File: src/rtl/id_scoreboard.sv
// Decode-stage register scoreboard.
// Tracks, per architectural register, how many cycles remain until an in-flight
// result is written back, and raises a combinational stall for RAW and WAW
// hazards against the instruction currently held in decode.
// Counter semantics: an issue at edge E loads rd_lat, and every following edge
// decrements it by one. A register reads busy while its counter is nonzero.
module id_scoreboard #(
  parameter int unsigned NREG   = 32,
  parameter int unsigned AW     = $clog2(NREG),
  parameter int unsigned LAT_W  = 3,
  parameter bit          FWD_EN = 1'b1
) (
  input  logic                   i_clk,
  input  logic                   i_reset,
  input  logic                   i_flush,
  input  logic                   i_issue_valid,
  input  logic                   i_rs1_en,
  input  logic                   i_rs2_en,
  input  logic [AW-1:0]          i_rs1_addr,
  input  logic [AW-1:0]          i_rs2_addr,
  input  logic                   i_rd_en,
  input  logic [AW-1:0]          i_rd_addr,
  input  logic [LAT_W-1:0]       i_rd_lat,
  output logic                   o_stall,
  output logic                   o_issue_fire,
  output logic [NREG-1:0]        o_busy,
  output logic [$clog2(NREG):0]  o_busy_count
);

  localparam int unsigned CW = $clog2(NREG) + 1;
  localparam logic [LAT_W-1:0] CntOne = LAT_W'(1);

  // Per-register remaining-latency counters; entry 0 is never loaded.
  logic [LAT_W-1:0] r_cnt   [NREG];
  logic [LAT_W-1:0] w_cnt_d [NREG];
  logic [CW-1:0]    r_busy_count;
  logic [CW-1:0]    w_pop_d;

  logic [LAT_W-1:0] w_rs1_cnt;
  logic [LAT_W-1:0] w_rs2_cnt;
  logic [LAT_W-1:0] w_rd_cnt;
  logic             w_raw1;
  logic             w_raw2;
  logic             w_track;
  logic             w_waw;
  logic             w_load;

  // Hazard detection from current counters and current decode inputs only.
  always_comb begin
    w_rs1_cnt = r_cnt[i_rs1_addr];
    w_rs2_cnt = r_cnt[i_rs2_addr];
    w_rd_cnt  = r_cnt[i_rd_addr];

    // With forwarding, a result one cycle from writeback is already usable.
    w_raw1 = i_rs1_en && (i_rs1_addr != '0) &&
             (FWD_EN ? (w_rs1_cnt > CntOne) : (w_rs1_cnt != '0));
    w_raw2 = i_rs2_en && (i_rs2_addr != '0) &&
             (FWD_EN ? (w_rs2_cnt > CntOne) : (w_rs2_cnt != '0));

    // A zero latency or x0 destination is never tracked.
    w_track = i_rd_en && (i_rd_addr != '0) && (i_rd_lat != '0);
    // An older write that would land at or after ours must not overwrite it.
    w_waw   = w_track && (w_rd_cnt >= i_rd_lat);

    o_stall      = i_issue_valid && (w_raw1 || w_raw2 || w_waw);
    o_issue_fire = i_issue_valid && !o_stall && !i_flush;
    w_load       = o_issue_fire && w_track;
  end

  // Next counter values: decrement, then issue load, then flush squash.
  always_comb begin
    w_pop_d = '0;
    for (int i = 0; i < NREG; i++) begin
      w_cnt_d[i] = (r_cnt[i] != '0) ? (r_cnt[i] - CntOne) : '0;
      if (w_load && (i_rd_addr == AW'(i))) begin
        w_cnt_d[i] = i_rd_lat;
      end
      if (i_flush || (i == 0)) begin
        w_cnt_d[i] = '0;
      end
      w_pop_d = w_pop_d + CW'(w_cnt_d[i] != '0);
    end
  end

  // State update; reset dominates flush and issue.
  always_ff @(posedge i_clk) begin
    if (i_reset) begin
      for (int i = 0; i < NREG; i++) begin
        r_cnt[i] <= '0;
      end
      r_busy_count <= '0;
    end else begin
      for (int i = 0; i < NREG; i++) begin
        r_cnt[i] <= w_cnt_d[i];
      end
      // Popcount of the post-edge counters, so it matches o_busy in the same cycle.
      r_busy_count <= w_pop_d;
    end
  end

  // Busy vector straight from the counters.
  always_comb begin
    o_busy = '0;
    for (int i = 0; i < NREG; i++) begin
      o_busy[i] = (r_cnt[i] != '0);
    end
  end

  assign o_busy_count = r_busy_count;

endmodule

File: config.mk
export PLATFORM = sky130hd
export DESIGN_NAME = id_scoreboard
export DESIGN_NICKNAME = d
export VERILOG_FILES = /design/src/rtl/id_scoreboard.sv
export SDC_FILE = /design/constraint.sdc
export NUM_CORES = 1
export LEC_CHECK = 0
export CORE_MARGIN = 1.5
export CORE_UTILIZATION = 48
export DETAILED_ROUTE_END_ITERATION = 7
export PLACE_DENSITY = 0.7
export SLEW_MARGIN = 15
export SYNTH_ARGS = -nofsm -noshare
export SYNTH_HDL_FRONTEND = slang
export SYNTH_SLANG_ARGS = --single-unit
File: constraint.sdc
create_clock -name i_clk -period 10.57 [get_ports i_clk]
set_input_delay 2.114 -clock i_clk [delete_from_list [all_inputs] [get_ports i_clk]]
set_output_delay 2.114 -clock i_clk [all_outputs]
set_load 0.02 [all_outputs]
After elaboration in Yosys (flattened, before gate mapping) --
Memory sizes are Yosys's and may differ from the RTL's. Cells that the tools add are included.
Cells by class: add/sub/neg operators 61, order comparisons 3, equality and inequality tests 31, muxes and demuxes 128, bitwise operators 32, reductions and logical operators 113
Operators with widths (count):
- 3-bit two-way mux | 125
- 3-bit nonzero test | 64
- 6-bit by 1-bit adder with 6-bit output | 25
- 3-bit by 1-bit subtractor with 3-bit output, second input constant | 31
- 5-bit equality test, second input constant | 16
- 1-bit logical AND | 42
- 5-bit by 4-bit equality test with 1-bit output, second input constant | 8
- 1-bit OR | 32
- 5-bit by 3-bit equality test with 1-bit output, second input constant | 4
- 5-bit nonzero test | 3
- 5-bit by 2-bit equality test with 1-bit output, second input constant | 2
- 5-bit by 1-bit adder with 6-bit output | 1
- 3-bit by 1-bit greater-than comparator with 1-bit output, second input constant | 2
- 4-bit by 1-bit adder with 5-bit output | 1
- 5-bit by 1-bit equality test with 1-bit output, second input constant | 1
- 3-bit by 1-bit adder with 4-bit output | 1
- 2-bit by 1-bit adder with 3-bit output | 1
- 3-bit >= comparator | 1
- 1-bit two-way mux | 3
- 1-bit by 1-bit adder with 2-bit output | 1
- 1-bit zero test | 2
- 1-bit logical OR | 2
Storage, ports and cells: register bits after elaboration 6, RAM bits 96, logic and storage cells 370, memories 1
Memory list:
- r_cnt | words 32, width 3, read ports 35, clocked after memory_dff 0, wr ports 32, RTL line 34 | logic [LAT_W-1:0] r_cnt [NREG];

Longest topological paths before layout --
depth in word-level cells 44, depth in mapped cells 30, gate-level depth less buffers 27

Worst setup path after synthesis --
No wires, ideal clock.
kind in2reg, from input i_rd_addr[0], to register r_busy_count[4] (netlist: o_busy_count[4]), setup time 0.114 ns, arrival 9.845 ns, slack 0.611 ns, stages on the path 29, buffers on the path 4, path through buf_2 > buf_2 > mux4_2 > mux4_2 > mux2i_1 > ha_1 > nand2b_1 > a21o_1 > a21oi_1 > and3_1 > buf_2 > buf_2 > nand4_1 > a21o_1 > fa_1 > inv_1 > fa_1 > fa_1 > fa_1 > fa_1 > fa_1 > fa_1 > inv_1 > fa_1 > inv_1 > a21o_1 > a21oi_1 > xor2_1 > nor2_1
On the way: word-level cells in the longest chain between the ends 44, elaborated cells on any way between the ends 197
Ends and longest elaborated chain:
- start, declared | RTL line 22 | input logic [AW-1:0] i_rd_addr,
- branches (longest 43 deep; another with memory 32 x 3 bit)
- 6-bit by 1-bit adder with 6-bit output (*) | RTL line 81 | w_pop_d = w_pop_d + CW'(w_cnt_d[i] != '0);
- end signal, assigned | RTL line 97 | r_busy_count <= w_pop_d;
- end, declared | RTL line 36 | logic [CW-1:0] r_busy_count;
Mark *: on every way between the ends. A chain may end at the register's enable or synchronous reset.

Worst setup path after layout --
from input i_rd_addr[1], to register r_busy_count[4] (netlist: o_busy_count[4])
Same word-level chain as after synthesis.

==> reports/metrics.cfg <==
[cells_and_area]
area_delta_synth_final_pct=11.65
mostFrequentLayoutCells=inv_1, nand2_1, dfxtp_1
multi_input_area_sq_mm=0.006247
seqCellArea_sq_mm=0.001982
postLayoutCoreUtil_pct=55.24
n_antenna_cell=0
final_common_cell=inv_1
final_layout_size_suffix_gt1_share_pct=13.41
fill_cells=1644
num-nets-final=1159

[global_route]
grt_pass1_vias=7326
use_met1_pct=34.08
grt_pass1_wl_microns=40190
grt_max_degree=69
gr-total-overflow=0
grtUsageMet3_pct=5.196
antenna_found_initial=0
grt_usage_pct=26.65
met2_usage_pct=43.00
grt_busiest_layer=met2

[placed_design]
routabilityCongestion=0.9813
io_buffers=63
dpl.hpwl_microns=19220
dp_slack_ps=258.8

[timing]
fin_tns_setup_ps=0
timing.fmax_ghz=0.1003
slew_violations=0
skew_ps=6.877
rsz0062_at_grt=no
hold_viol=0
holdWs_ps=666.3
period_minus_slack_ps=9975
postLayoutSetupSlackWorst_ps=595.1
relSlewSlack_pct=40.35
min_period_over_period_pct=94.37
worstMarginPinSlew_ps=892.9
finalSetupViolCount=0

[drt]
dr.first_iter.drc_count=710
drc=3
dr.pass1.iters=8
drt-total-wl_microns=25180
via_per_inst=5.882
vias=7488
final_antenna_net_count=0
wl_per_cell_microns=19.78

[hold_path]
min-delay-path-class=reg2reg
min_path_cells=3

[critical_path]
cp-end-kind=flop
crit_type=in2reg
cp.required_ps=10820
r2r_cells=24
cp_max_fo=31
critPathArrivalTime_ps=10220
r2r_setup_slack_ps=2720
crit_path_start_kind=input port

[run_status]
violations=DRC
status=complete, but fails checks

[yosys]
ys_seq_elements=99
yosysSeqAreaShare_pct=22.07
synthArstFlopShare_pct=0
synthFlopType=dfxtp_1
yosysWarningCount=0
synthDistinctLibCells=64
syn-mean-instance-area_sq_um=8.952
syn_nets=1123
synth_cells=1003
synthesis.area_sq_mm=0.008979
synth-edff-count=0

[clocking]
cts_tree=built
cts.sinks=99
cts_buffers=9
ctsLongestPathBuffers=2
hold_buffers=0
root_buffer=clkbuf_16
path_clk_slew_ps=70
clk_latency_ps=370
post_cts_resized=0
postCtsSetupBuffers=0
htreeDepth=3

[power]
p_leak_nw=4.809
p_per_area_mw_per_mm2=80.07
ir_drop_v=0.00007869

[job]
drv_cap=0

[die]
dieArea_sq_mm=0.01953
rows=49
fp.dieW_microns=139.8
start_util_pct=49.48
die_h_microns=139.8
io_pins=65
core_area_sq_mm=0.01815

[worst paths after layout]
check	startpoint	to
min reg2reg	r_cnt[1][0]$_SDFF_PP0_	r_cnt[1][0]$_SDFF_PP0_
max	i_rd_addr[1]	o_busy_count[4]$_SDFF_PP0_
max reg2reg	r_cnt[9][1]$_SDFF_PP0_	o_busy_count[4]$_SDFF_PP0_
min	r_cnt[1][0]$_SDFF_PP0_	r_cnt[1][0]$_SDFF_PP0_
[sequential cells by signal (all words and copies together) (netlist names)]
name	cells
r_cnt	93
o_busy_count	6
[synthesized netlist by cell type, drive strengths merged, types with 2 or more instances]
cell type | number | area share, %
inv | 118 | 4.9
nand2 | 107 | 4.5
dfxtp | 99 | 22
nor2 | 81 | 3.4
ha | 72 | 10
mux2i | 68 | 7.6
a21oi | 53 | 3.0
nor3 | 39 | 2.4
o21ai | 39 | 2.2
mux4 | 38 | 9.5
nand2b | 37 | 2.6
nand4 | 36 | 5.2
mux2 | 31 | 4.3
nor3b | 30 | 2.5
buf | 28 | 2.4
clkbuf | 27 | 1.1
fa | 23 | 5.1
a21o | 15 | 1.3
nand3 | 11 | 1.1
and3 | 5 | 0.35
nor2b | 5 | 0.35
a22o | 3 | 0.29
and2 | 3 | 0.21
and4 | 3 | 0.29
xor2 | 3 | 0.29
a2111oi | 2 | 0.33
a211o | 2 | 0.20
a311o | 2 | 0.22
a31o | 2 | 0.20
o22ai | 2 | 0.14
o31ai | 2 | 0.22
or2 | 2 | 0.14
[critical path, cell delays in order]
cell and delay, ps:
clkdlybuf4s50_1 510, buf_12 210, mux2_2 360, a22o_1 180, mux4_2 470, mux2_2 280
ha_1 270, a21o_1 150, a21oi_1 190, and3_1 510, nand3_1 260, a21o_1 260
fa_1 490, inv_1 50, fa_1 510, fa_1 520, fa_1 520, fa_1 520
fa_1 520, fa_1 450, inv_1 80, fa_1 200, inv_1 50, a21o_1 160
a21oi_1 160, xor2_1 160, nor2_1 50
[stage by stage]
step           std cells  instance area [sq um]  power (W)
6_report            1273                  10020  0.0008026
5_1_grt             1273                  10020  0.0008289
4_1_cts             1273                  10020  0.0008060
3_5_place_dp        1257                   9737  0.0004777
3_3_place_gp        1257                   9737  0.0004775
2_1_floorplan       1003                   8979  0.0004504
[layout make-up]
class / count / share of cell area, %
multi-input cells: 731 / 62.32
flip-flops and latches: 99 / 19.77
repair buffers: 80 / 7.763
inverters: 118 / 4.418
well taps: 229 / 2.858
clock buffers: 9 / 2.247
clock inverters: 7 / 0.6241
[where the power goes]
group          total [W]  switching, W  internal, W  leakage, nW
sequential      0.000373   0.000000370     0.000373        0.797
clock           0.000333      0.000169     0.000164        0.138
combinational  0.0000965     0.0000643    0.0000321         3.87
[metal layers]
metal  up-vias  share of wire [%]  wire, microns
met3        91                7.0           1764
li1       3506                  -              -
met2       314                 46          11480
met1      3577                 42          10610
met4         0                5.3           1322
met5         -                  0              0
[logic make-up after synthesis]
logic type | Yosys count | share of synthesized area (%)
fa+ha+maj | 95 | 15.16
buf+inv | 173 | 8.459
other cells | 1 | 0.04177
flops | 99 | 22.07
xor+xnor | 3 | 0.2927
compound gates | 133 | 9.253
mux | 137 | 21.38
simple gates | 362 | 23.34
(Power assumes the default switching activity.)
